File: config.mk
export PLATFORM = sky130hd
export DESIGN_NAME = ibex_instr_aligner
export DESIGN_NICKNAME = d
export VERILOG_FILES = /design/src/rtl/ibex_instr_aligner.sv
export SDC_FILE = /design/constraint.sdc
export NUM_CORES = 1
export LEC_CHECK = 0
export ABC_AREA = 1
export BUFFER_PORTS_ARGS = -buffer_cell sky130_fd_sc_hd__buf_2
export CAP_MARGIN = 10
export CORE_MARGIN = 2
export CORE_UTILIZATION = 35
export DETAILED_ROUTE_END_ITERATION = 10
export PLACE_DENSITY = 0.6
export RECOVER_POWER = 50
export SKIP_CTS_REPAIR_TIMING = 1
export SLEW_MARGIN = 40
export SYNTH_ARGS = -nofsm -noshare
export SYNTH_HDL_FRONTEND = slang
export SYNTH_SLANG_ARGS = --single-unit
export TNS_END_PERCENT = 10
File: constraint.sdc
create_clock -name clk -period 2 [get_ports clk]
set_clock_uncertainty 0.15 [all_clocks]
set_input_delay 0.1 -clock clk [delete_from_list [all_inputs] [get_ports clk]]
set_output_delay 0.1 -clock clk [all_outputs]
set_load 0.03 [all_outputs]
File: src/rtl/ibex_instr_aligner.sv
// Instruction aligner: turns word-aligned fetch words into one RVC or 32-bit instruction per cycle.
// Optional fetch-error tracking is enabled with `define IBEX_ALIGNER_FETCH_ERR_EN.
module ibex_instr_aligner #(
    parameter logic [31:0] BOOT_ADDR = 32'h0000_0080
) (
    input  logic        clk,
    input  logic        rst_ni,
    input  logic        fetch_valid_i,
    output logic        fetch_ready_o,
    input  logic [31:0] fetch_rdata_i,
`ifdef IBEX_ALIGNER_FETCH_ERR_EN
    input  logic        fetch_err_i,
    output logic        instr_fetch_err_o,
`endif
    input  logic        redirect_i,
    input  logic [31:0] redirect_pc_i,
    output logic        instr_valid_o,
    input  logic        instr_ready_i,
    output logic [31:0] instr_rdata_o,
    output logic [31:0] instr_pc_o,
    output logic        instr_is_compressed_o
);

    typedef enum logic [1:0] {
        ALIGN = 2'd0,
        HALF  = 2'd1,
        SKIP  = 2'd2
    } state_e;

    state_e      state_q, state_d;
    logic [15:0] buf_q, buf_d;
    logic [31:0] pc_q, pc_d;
    logic        word_err;

`ifdef IBEX_ALIGNER_FETCH_ERR_EN
    logic buf_err_q, buf_err_d;
    assign word_err = fetch_err_i;
`else
    assign word_err = 1'b0;
`endif

    always_comb begin
        // NOTE: every output and next-state signal gets a default first so no path infers a latch.
        state_d       = state_q;
        buf_d         = buf_q;
        pc_d          = pc_q;
        instr_valid_o = 1'b0;
        fetch_ready_o = 1'b0;
        instr_rdata_o = fetch_rdata_i;
`ifdef IBEX_ALIGNER_FETCH_ERR_EN
        buf_err_d         = buf_err_q;
        instr_fetch_err_o = 1'b0;
`endif
        if (!rst_ni) begin
            // Outputs stay quiet while reset is asserted; the register block reloads state.
        end else if (redirect_i) begin
            fetch_ready_o = 1'b1;
            pc_d          = {redirect_pc_i[31:1], 1'b0};
            state_d       = redirect_pc_i[1] ? SKIP : ALIGN;
            buf_d         = '0;
`ifdef IBEX_ALIGNER_FETCH_ERR_EN
            buf_err_d = 1'b0;
`endif
        end else begin
            case (state_q)
                ALIGN: begin
                    instr_valid_o = fetch_valid_i;
                    fetch_ready_o = instr_ready_i;
`ifdef IBEX_ALIGNER_FETCH_ERR_EN
                    instr_fetch_err_o = fetch_err_i;
`endif
                    // An errored word is passed on whole so the error is reported exactly once.
                    if (fetch_rdata_i[1:0] != 2'b11 && !word_err) begin
                        instr_rdata_o = {16'h0000, fetch_rdata_i[15:0]};
                        if (fetch_valid_i && instr_ready_i) begin
                            buf_d   = fetch_rdata_i[31:16];
                            state_d = HALF;
                            pc_d    = pc_q + 32'd2;
`ifdef IBEX_ALIGNER_FETCH_ERR_EN
                            buf_err_d = fetch_err_i;
`endif
                        end
                    end else if (fetch_valid_i && instr_ready_i) begin
                        pc_d = pc_q + 32'd4;
                    end
                end
                HALF: begin
                    if (buf_q[1:0] != 2'b11) begin
                        instr_rdata_o = {16'h0000, buf_q};
                        instr_valid_o = 1'b1;
`ifdef IBEX_ALIGNER_FETCH_ERR_EN
                        instr_fetch_err_o = buf_err_q;
`endif
                        if (instr_ready_i) begin
                            state_d = ALIGN;
                            pc_d    = pc_q + 32'd2;
                        end
                    end else begin
                        // Straddling instruction: low half buffered, high half in the new word.
                        instr_rdata_o = {fetch_rdata_i[15:0], buf_q};
                        instr_valid_o = fetch_valid_i;
                        fetch_ready_o = instr_ready_i;
`ifdef IBEX_ALIGNER_FETCH_ERR_EN
                        instr_fetch_err_o = buf_err_q | fetch_err_i;
`endif
                        if (fetch_valid_i && instr_ready_i) begin
                            buf_d = fetch_rdata_i[31:16];
                            pc_d  = pc_q + 32'd4;
`ifdef IBEX_ALIGNER_FETCH_ERR_EN
                            buf_err_d = fetch_err_i;
`endif
                        end
                    end
                end
                SKIP: begin
                    fetch_ready_o = 1'b1;
                    if (fetch_valid_i) begin
                        buf_d   = fetch_rdata_i[31:16];
                        state_d = HALF;
`ifdef IBEX_ALIGNER_FETCH_ERR_EN
                        buf_err_d = fetch_err_i;
`endif
                    end
                end
                default: state_d = ALIGN;
            endcase
        end
    end

    always_ff @(posedge clk) begin
        // NOTE: sequential state uses non-blocking assignments so every register samples pre-edge values.
        if (!rst_ni) begin
            state_q <= BOOT_ADDR[1] ? SKIP : ALIGN;
            buf_q   <= '0;
            pc_q    <= BOOT_ADDR;
`ifdef IBEX_ALIGNER_FETCH_ERR_EN
            buf_err_q <= 1'b0;
`endif
        end else begin
            state_q <= state_d;
            buf_q   <= buf_d;
            pc_q    <= pc_d;
`ifdef IBEX_ALIGNER_FETCH_ERR_EN
            buf_err_q <= buf_err_d;
`endif
        end
    end

    assign instr_pc_o            = pc_q;
    assign instr_is_compressed_o = (instr_rdata_o[1:0] != 2'b11);

endmodule

==> metrics.txt, run 1 <==
Final Non-Filler Cells 964; commonest non-fill, non-tap cell in the layout nand2_1; layout net count 894; Tot Pwr 3.04 mW; outcome finished, violations left; Worst-Skew Late Latency 320 ps; # setup viols final 0; die area 0.0118 mm^2; synthesized cell area 0.00384 mm^2; Rows 38; WP buf/inv 3; GRT Overall Usage 0.229; Total Wirelength 13.6 mm; Power Density 580 mW/mm^2; Least-Margin Pin Slew 532 ps; unrepaired setup endpoints after global routing true; Syn Area/Cell 5.97 um^2; clock sink count 49; Max Cap Viol 0; share of layout cells above drive strength 1 0.239; Netlist cell types 40; register area share after synthesis 0.256; Initial Util 0.356; detailed placement HPWL 10.1 mm; Max rail drop VDD 379 uV; CTS tree done; via-per-instance ratio 5.10; TritonCTS buffer count 5; commonest non-fill, non-tap cells in the layout nand2_1 (164), buf_2 (97), nor2_1 (72); Min Hold Slack -57.6 ps; CP Class register to register; min cycle time layout 1900 ps; most common flop cell mapped by yosys dfxtp_1; # diodes 0; Detailed Routing Iterations Pass 1 5; GPL Wtd Cong 0.912; I/O pin cnt 136; P&R area growth vs syn 36.6%; antenna violations before repair 0; Reg clk slew, reported paths 100 ps; failing checks negative hold slack; number of synthesized flops with an enable pin 0; Peak Freq 0.526 GHz; hold crit path type input port to register; Pins Over Slew Limit 0; DP Area 0.00478 mm^2; Longest Clk Path Bufs 2; total number of vias 4914; first-pass GRT wire length 21.6 mm; largest net degree at the start of global routing 33; Clock Root Buffer clkbuf_8; CP Cell Sequence inv_2 -> nand2_2 -> nor3_1 -> nand2_2 -> nand3_4 -> inv_2 -> buf_12 -> o21ai_0 -> a21oi_1; Syn Nets 714; Final Instance Area 0.00524 mm^2; Starting DRT DRC Count 227; CP startpoint kind register; CP delay by family, top simple AND/OR/NAND/NOR gates; slowest CP cell dfxtp_2; post-route ant nets 0; height of the die 109 um; port buffer count 133; H-tree depth 2; CP required 2040 ps; crit path DAT 1940 ps; Final Cycle Share 0.950; cell count after synthesis 643; fraction of registers with async set/reset 0; Yosys reg bits 49; core area 0.0108 mm^2; post-DR wirelength/cell 14.1 um; die width 109 um; Leak 2.30 nW; filler instances 1138; CP max FO 22; worst rel slew slack 0.645; grt ovf 0; placed cell count 920; final hold vios 7; DRC 0; CP Capture Type register; Critical Path Max Stage Delay 350 ps; number of global-route vias before repair 4479; Synth warnings 0
area by class of cell:
type | count | area (um^2) | area share
Tap cell | 140 | 175 | 0.0334
Clock inverter | 2 | 17.5 | 0.00334
Multi-Input combinational cell | 514 | 2520 | 0.480
Inverter | 50 | 190 | 0.0363
Timing Repair Buffer | 203 | 1270 | 0.242
Sequential cell | 49 | 992 | 0.189
Clock buffer | 6 | 82.6 | 0.0157
cells by family (layout without fill, tap and decap cells):
kind of cell / count (synthesis) / count (layout) / share of synthesized area
fa+ha+maj: 2 / 2 / 0.00652
compound gates: 168 / 168 / 0.230
mux: 10 / 10 / 0.0293
other cells: 1 / 1 / 0.000977
flops: 49 / 49 / 0.256
xor+xnor: 5 / 5 / 0.0114
simple gates: 328 / 328 / 0.374
buf+inv: 80 / 261 / 0.0919
cells in the mapped netlist, types with 2 or more instances:
| cell type | instances | area share |
|---|---|---|
| nand2_1 | 165 | 0.16 |
| nor2_1 | 75 | 0.073 |
| o21ai_0 | 73 | 0.095 |
| a21oi_1 | 64 | 0.083 |
| dfxtp_1 | 49 | 0.26 |
| nand3_1 | 45 | 0.059 |
| inv_1 | 42 | 0.041 |
| o21ai_1 | 15 | 0.020 |
| clkbuf_1 | 13 | 0.013 |
| buf_2 | 10 | 0.013 |
| mux2_2 | 10 | 0.029 |
| nand2_2 | 8 | 0.013 |
| nor3_1 | 8 | 0.010 |
| inv_2 | 7 | 0.0068 |
| nand4_1 | 7 | 0.011 |
| nor2_2 | 6 | 0.0098 |
| o211ai_1 | 6 | 0.012 |
| buf_6 | 4 | 0.012 |
| xor2_1 | 4 | 0.0091 |
| a21o_1 | 3 | 0.0059 |
| nand2_4 | 3 | 0.0088 |
| nor2_4 | 3 | 0.0088 |
| o21bai_1 | 3 | 0.0059 |
| buf_4 | 2 | 0.0039 |
| ha_1 | 2 | 0.0065 |
| nor2b_1 | 2 | 0.0033 |
tightest hold or removal path, stage by stage:
cell and delay [ps]:
buf_2 80, o21ai_0 80, a21oi_1 120
final timing paths:
kind                           from            end  slack [ps]  cells past startpoint
setup / recovery         state_q[1]  instr_pc_o[5]         100                      9
hold reg to reg           buf_q[15]      buf_q[15]         300                      2
setup reg to reg         state_q[1]  instr_pc_o[5]         100                      9
hold / removal    fetch_rdata_i[27]      buf_q[11]         -60                      3
report_power, final:
part | total (mW) | internal (mW) | switching [mW]
combinational | 1.21 | 0.427 | 0.785
sequential | 1.16 | 1.06 | 0.101
clock | 0.667 | 0.288 | 0.379
total | 3.04 | 1.78 | 1.26
stage by stage:
| step | setup TNS (ps) | worst slack, ps | util | hold slack, ps |
|---|---|---|---|---|
| 2_1_floorplan | -27.6 | -27.6 | - | 84.9 |
| 3_3_place_gp | 0 | 39.8 | 0.443 | 188 |
| 3_5_place_dp | 0 | 61.8 | 0.443 | 198 |
| 4_1_cts | -36.2 | -23.7 | 0.453 | -135 |
| 5_1_grt | -70.7 | -33.6 | 0.486 | 8.42 |
| 6_report | 0 | 100 | 0.486 | -57.6 |
registers in the layout, summed over array words and instances (netlist names):
| name | cells |
|---|---|
| instr_pc_o | 31 |
| buf_q | 16 |
| state_q | 2 |
routing by layer:
metal	GRT usage	up-vias	part of all wire	routed length (um)
met4	0.0668	0	0.022	305
met3	0.0395	24	0.058	787
met1	0.289	2243	0.45	6060
met2	0.400	153	0.47	6470
met5	0	-	0	0
li1	-	2494	-	-
Power figures use the tool's default switching activity.
==> inputs of run 2 (changes only) <==
CORE_MARGIN = not set   (was 2)
==> run 2 against run 1 <==
  * The flow still finishes with violations (negative hold slack)
  * Critical endpoint is now instr_rdata_o[14]
  * First-iteration DRC count increased by 43%
  * Sequential share of layout area fell by 0.19 points
  * Final cell count is 0.10% lower
  * Register-to-register slack about the same
  * Count of clock-buffer cells in the layout down 1
  * Global-route usage is 0.12 points lower
  * Via count up 0.24%
  * Critical path depth decreased by 3
==> metrics.txt, run 2 (synthesis gave the netlist of run 1 again) <==
layout net count 897 (+0.34%); CP Cell Sequence inv_2 -> nor2_4 -> nand2_1 -> buf_4 -> mux2_2 -> buf_2; CP delay by family, top buffers and inverters; filler instances 1095 (-3.8%); CP Class register to output pin; CP max FO 22 (unchanged); Final Util 0.507 (+0.0210); Starting DRT DRC Count 325 (+43%); Clock Root Buffer clkbuf_8; die width 107 um (-1.8%); Pins Over Slew Limit 0 (unchanged); Detailed Routing Iterations Pass 1 5 (unchanged); commonest non-fill, non-tap cells in the layout nand2_1 (163), buf_2 (99), nor2_1 (73); grt ovf 0 (unchanged); Sw Pwr 1.24 mW (-1.6%); failing checks negative hold slack; detailed placement HPWL 10.0 mm (-0.51%); clock sink count 49 (unchanged); CTS tree done; post-DR wirelength/cell 14.0 um (-0.70%); post-route ant nets 0 (unchanged); CP required 1750 ps (-290 ps); internal power 1.99 mW (+12%); number of global-route vias before repair 4388 (-2.0%); Longest Clk Path Bufs 2 (unchanged); Switching Share 0.384 (-0.0312); unrepaired setup endpoints after global routing true; hold crit path type input port to register; Final Cycle Share 0.958 (+0.00812); I/O pin cnt 136 (unchanged); CP Capture Type output pin; final hold vios 4 (-3); Leak 2.33 nW (+1.3%); Min Hold Slack -54.2 ps (+3.46 ps); Power Density 610 mW/mm^2 (+5.2%); share of layout cells above drive strength 1 0.253 (+0.0136); largest net degree at the start of global routing 43 (+30%); Peak Freq 0.522 GHz (-0.85%); clock share of power 0.264 (+0.045); max reg flops 31 (unchanged); Max rail drop VDD 322 uV (-15%); min cycle time layout 1920 ps (+16.2 ps); # setup viols final 0 (unchanged); antenna violations before repair 0 (unchanged); GPL Wtd Cong 0.885 (-3.0%); port buffer count 133 (unchanged); Rows 37 (-2.6%); first-pass GRT wire length 21.1 mm (-2.0%); via-per-instance ratio 5.12 (+0.35%); H-tree depth 2 (unchanged); Reg clk slew, reported paths 90 ps (about the same); total number of vias 4926 (+0.24%); die area 0.0114 mm^2 (-3.6%); TritonCTS buffer count 5 (unchanged); CP startpoint kind register; GRT Overall Usage 0.228 (-0.00121); commonest non-fill, non-tap cell in the layout nand2_1; # diodes 0 (unchanged); DRC 0 (unchanged); Initial Util 0.367 (+0.0112); Max Cap Viol 0 (unchanged); Comb power frac 0.377 (-0.021); WP buf/inv 3 (unchanged); core area 0.0105 mm^2 (-3.1%); Worst-Skew Late Latency 310 ps (about the same); height of the die 107 um (-1.8%); P&R area growth vs syn 38.1%; slowest CP cell dfxtp_2; Critical Path Max Stage Delay 360 ps (about the same); sequential share of power 0.359 (-0.024); crit path DAT 1670 ps (-270 ps); Total Wirelength 13.5 mm (-0.80%); outcome finished, violations left
run 2: changes by cell type in the layout (fill, tap and decap cells not counted), moves of 2 or more:
cell / previous run / this run
o21ai_1: 21 / 18
nor3_1: 9 / 7
dfxtp_2: 6 / 10
buf_4: 33 / 39
clkbuf_2: 3 / 0
buf_2: 97 / 99
nor3_2: 0 / 2
bufinv_16: 0 / 2
dfxtp_1: 42 / 39
o21ai_2: 0 / 2
run 2: metrics by stage:
step	cells	instance area [um^2]	power (mW)	worst slack (ps)	TNS, ps
2_1_floorplan	643	3840	1.95	-27.6	-27.6
3_3_place_gp	919	4790	2.32	93.6	0
3_5_place_dp	919	4790	2.34	81.2	0
4_1_cts	927	4920	3.19	-95.8	-212
5_1_grt	963	5300	3.42	-0.0935	-0.0935
6_report	963	5300	3.24	83.9	0
run 2: worst paths after layout:
path                                   startpoint           endpoint  slack (ps)  cells after the start
worst min register to register          buf_q[15]          buf_q[15]         310                      2
worst max register to register      instr_pc_o[5]     instr_pc_o[11]         110                      9
worst min-delay path            fetch_rdata_i[16]           buf_q[0]         -50                      3
worst max-delay path                   state_q[0]  instr_rdata_o[14]          80                      6
run 2: power by group through the flow:
stage | Clock (mW) | Sequential (mW) | Combinational [mW]
5_1_grt | 0.909 | 1.17 | 1.33
3_5_place_dp | 0 | 1.18 | 1.16
2_1_floorplan | 0 | 1.29 | 0.663
3_3_place_gp | 0 | 1.17 | 1.15
4_1_cts | 0.875 | 1.15 | 1.17
6_report | 0.853 | 1.16 | 1.22
run 2: final cells by class:
type,count,area (um^2),share of cell area
Multi-Input combinational cell,514,2540,0.478
Timing Repair Buffer,206,1280,0.241
Sequential cell,49,993,0.187
Inverter,50,193,0.0363
Tap cell,136,170,0.0321
Clock buffer,5,68.8,0.0130
Clock inverter,3,65.1,0.0123
run 2: metal layers:
layer	part of all wire	wire length, um	track usage
met5	0	0	0
met4	0.012	158	0.0558
met3	0.067	901	0.0383
met2	0.46	6160	0.371
met1	0.47	6300	0.313
run 2: tightest hold or removal path, cell delays in order:
cell,delay [ps]
buf_2,90
o21ai_0,80
a21oi_1,110
==> inputs of run 3 (changes only) <==
PLACE_DENSITY = 0.62   (was 0.6)
clock period = 1.55 ns   (was 2 ns; I/O delays follow)
==> run 3 against run 2 <==
  * Worst hold slack better by 14 ps
  * Sequential share of layout area shrank 2.6 points
  * Highest routed layer unchanged
  * The flow finishes with violations (negative hold slack, negative setup slack)
  * Critical path depth grew 1
  * Clock power up 2.5%
  * Power rose by 37%
  * Count of clock-buffer cells in the layout grew 1
  * Flip-flop and latch count unchanged
==> metrics.txt, run 3 (synthesis gave the netlist of run 1 again) <==
Min-Delay Startpoint redirect_pc_i[23]; Clock Root Buffer clkbuf_8; Final WS setup -344 ps (-428 ps); commonest non-fill, non-tap cells in the layout nand2_1 (153), buf_4 (101), buf_2 (89); I/O pin cnt 136 (unchanged); Pins Over Slew Limit 0 (unchanged); total number of vias 5458 (+11%); port buffer count 133 (unchanged); unrepaired setup endpoints after global routing true; layout net count 974 (+8.6%); # diodes 0 (unchanged); height of the die 107 um (unchanged); die area 0.0114 mm^2 (unchanged); Final Cycle Share 1.22; TritonCTS buffer count 5 (unchanged); final hold vios 2 (-2); CP max FO 5 (-77%); min cycle time layout 1890 ps; Post-Place Setup Slack -235 ps (-316 ps); Rows 37 (unchanged); Starting DRT DRC Count 326 (+0.31%); Total Wirelength 15.4 mm (+14%); antenna violations before repair 0 (unchanged); CP startpoint state_q[0]; first-pass GRT wire length 22.7 mm (+7.1%); share of layout cells above drive strength 1 0.387 (+0.134); post-DR wirelength/cell 14.9 um (+5.8%); CTS tree done; failing checks negative hold slack, negative setup slack; core area 0.0105 mm^2 (unchanged); Reg clk slew, reported paths 100 ps (about the same); # setup viols final 75 (+75); Longest Clk Path Bufs 2 (unchanged); DRC 0 (unchanged); post-route ant nets 0 (unchanged); detailed placement HPWL 11.0 mm (+9.8%); H-tree depth 2 (unchanged); Peak Freq 0.528 GHz; grt ovf 0 (unchanged); Leak 2.86 nW (+23%); number of global-route vias before repair 4839 (+10%); P&R area growth vs syn 66.6%; clock sink count 49 (unchanged); CP required 1320 ps (-430 ps); via-per-instance ratio 5.25 (+2.6%); Power Density 691 mW/mm^2 (+13%); CP Class register to output pin; RR Startpoint state_q[1]; FF-to-FF path depth 11 (+2); Min Hold Slack -39.8 ps (+14.3 ps); hold crit path type input port to register; GPL Wtd Cong 0.923 (+4.3%); die width 107 um (unchanged); Max rail drop VDD 393 uV (+22%); Initial Util 0.367 (unchanged); commonest non-fill, non-tap cell in the layout nand2_1; Hold Crit Depth 5 (+2); Worst-Skew Late Latency 340 ps (+30 ps); CP Capture Type output pin; Detailed Routing Iterations Pass 1 6 (+1); largest net degree at the start of global routing 42 (-2.3%); Tot Pwr 4.42 mW (+37%); crit path DAT 1670 ps (about the same); outcome finished, violations left; Max Cap Viol 0 (unchanged); GRT Overall Usage 0.250 (+0.0215); max reg flops 31 (unchanged); CP startpoint kind register
## run 3: cell types whose count changed in the layout (fill, tap and decap cells not counted), sizes merged
cell	previous run	this run
clkinv	1	2
clkbuf	36	25
bufinv	2	0
dlygate4sd3	36	46
buf	139	218
## run 3: layer usage
metal	global-route usage	up-vias	share of wire
met3	0.0638	34	0.068
met1	0.313	2527	0.43
li1	-	2664	-
met4	0.0841	0	0.022
met5	0	-	0
met2	0.414	233	0.48
## run 3: power by group
group	switching, mW	internal, mW
clock network	0.510	0.363
logic	1.19	0.855
registers	0.118	1.38
## run 3: worst max-delay path, stage by stage, from the launching register on
cell	delay, ps
dfxtp_4	370
inv_4	70
nor2_4	40
buf_6	120
nand2_8	70
clkbuf_16	150
mux2_2	340
buf_6	140
## run 3: worst paths after layout
check | endpoint | slack [ps]
setup / recovery | instr_rdata_o[13] | -340
hold / removal | instr_pc_o[23] | -40
setup reg to reg | instr_pc_o[13] | -240
hold reg to reg | buf_q[15] | 320
## run 3: cell type report
class	instances	area, um^2
clock inverter	2	13.8
fill	989	4070
tap	136	170
inverter	50	198
sequential	49	1030
clock buffer	6	82.6
timing repair buffer	283	2140
multi-input combinational	514	2760
## run 3: metrics by stage
step	setup TNS [ps]	hold WS, ps	utilization	area (um^2)	cells
after floorplan	-3250	62.4	-	3940	643
after global placement	-4360	168	0.518	5420	983
after detailed placement	-6080	181	0.518	5420	983
after CTS	-19050	-199	0.527	5510	991
after global routing	-21030	11.6	0.611	6390	1040
final	-13660	-39.8	0.611	6390	1040
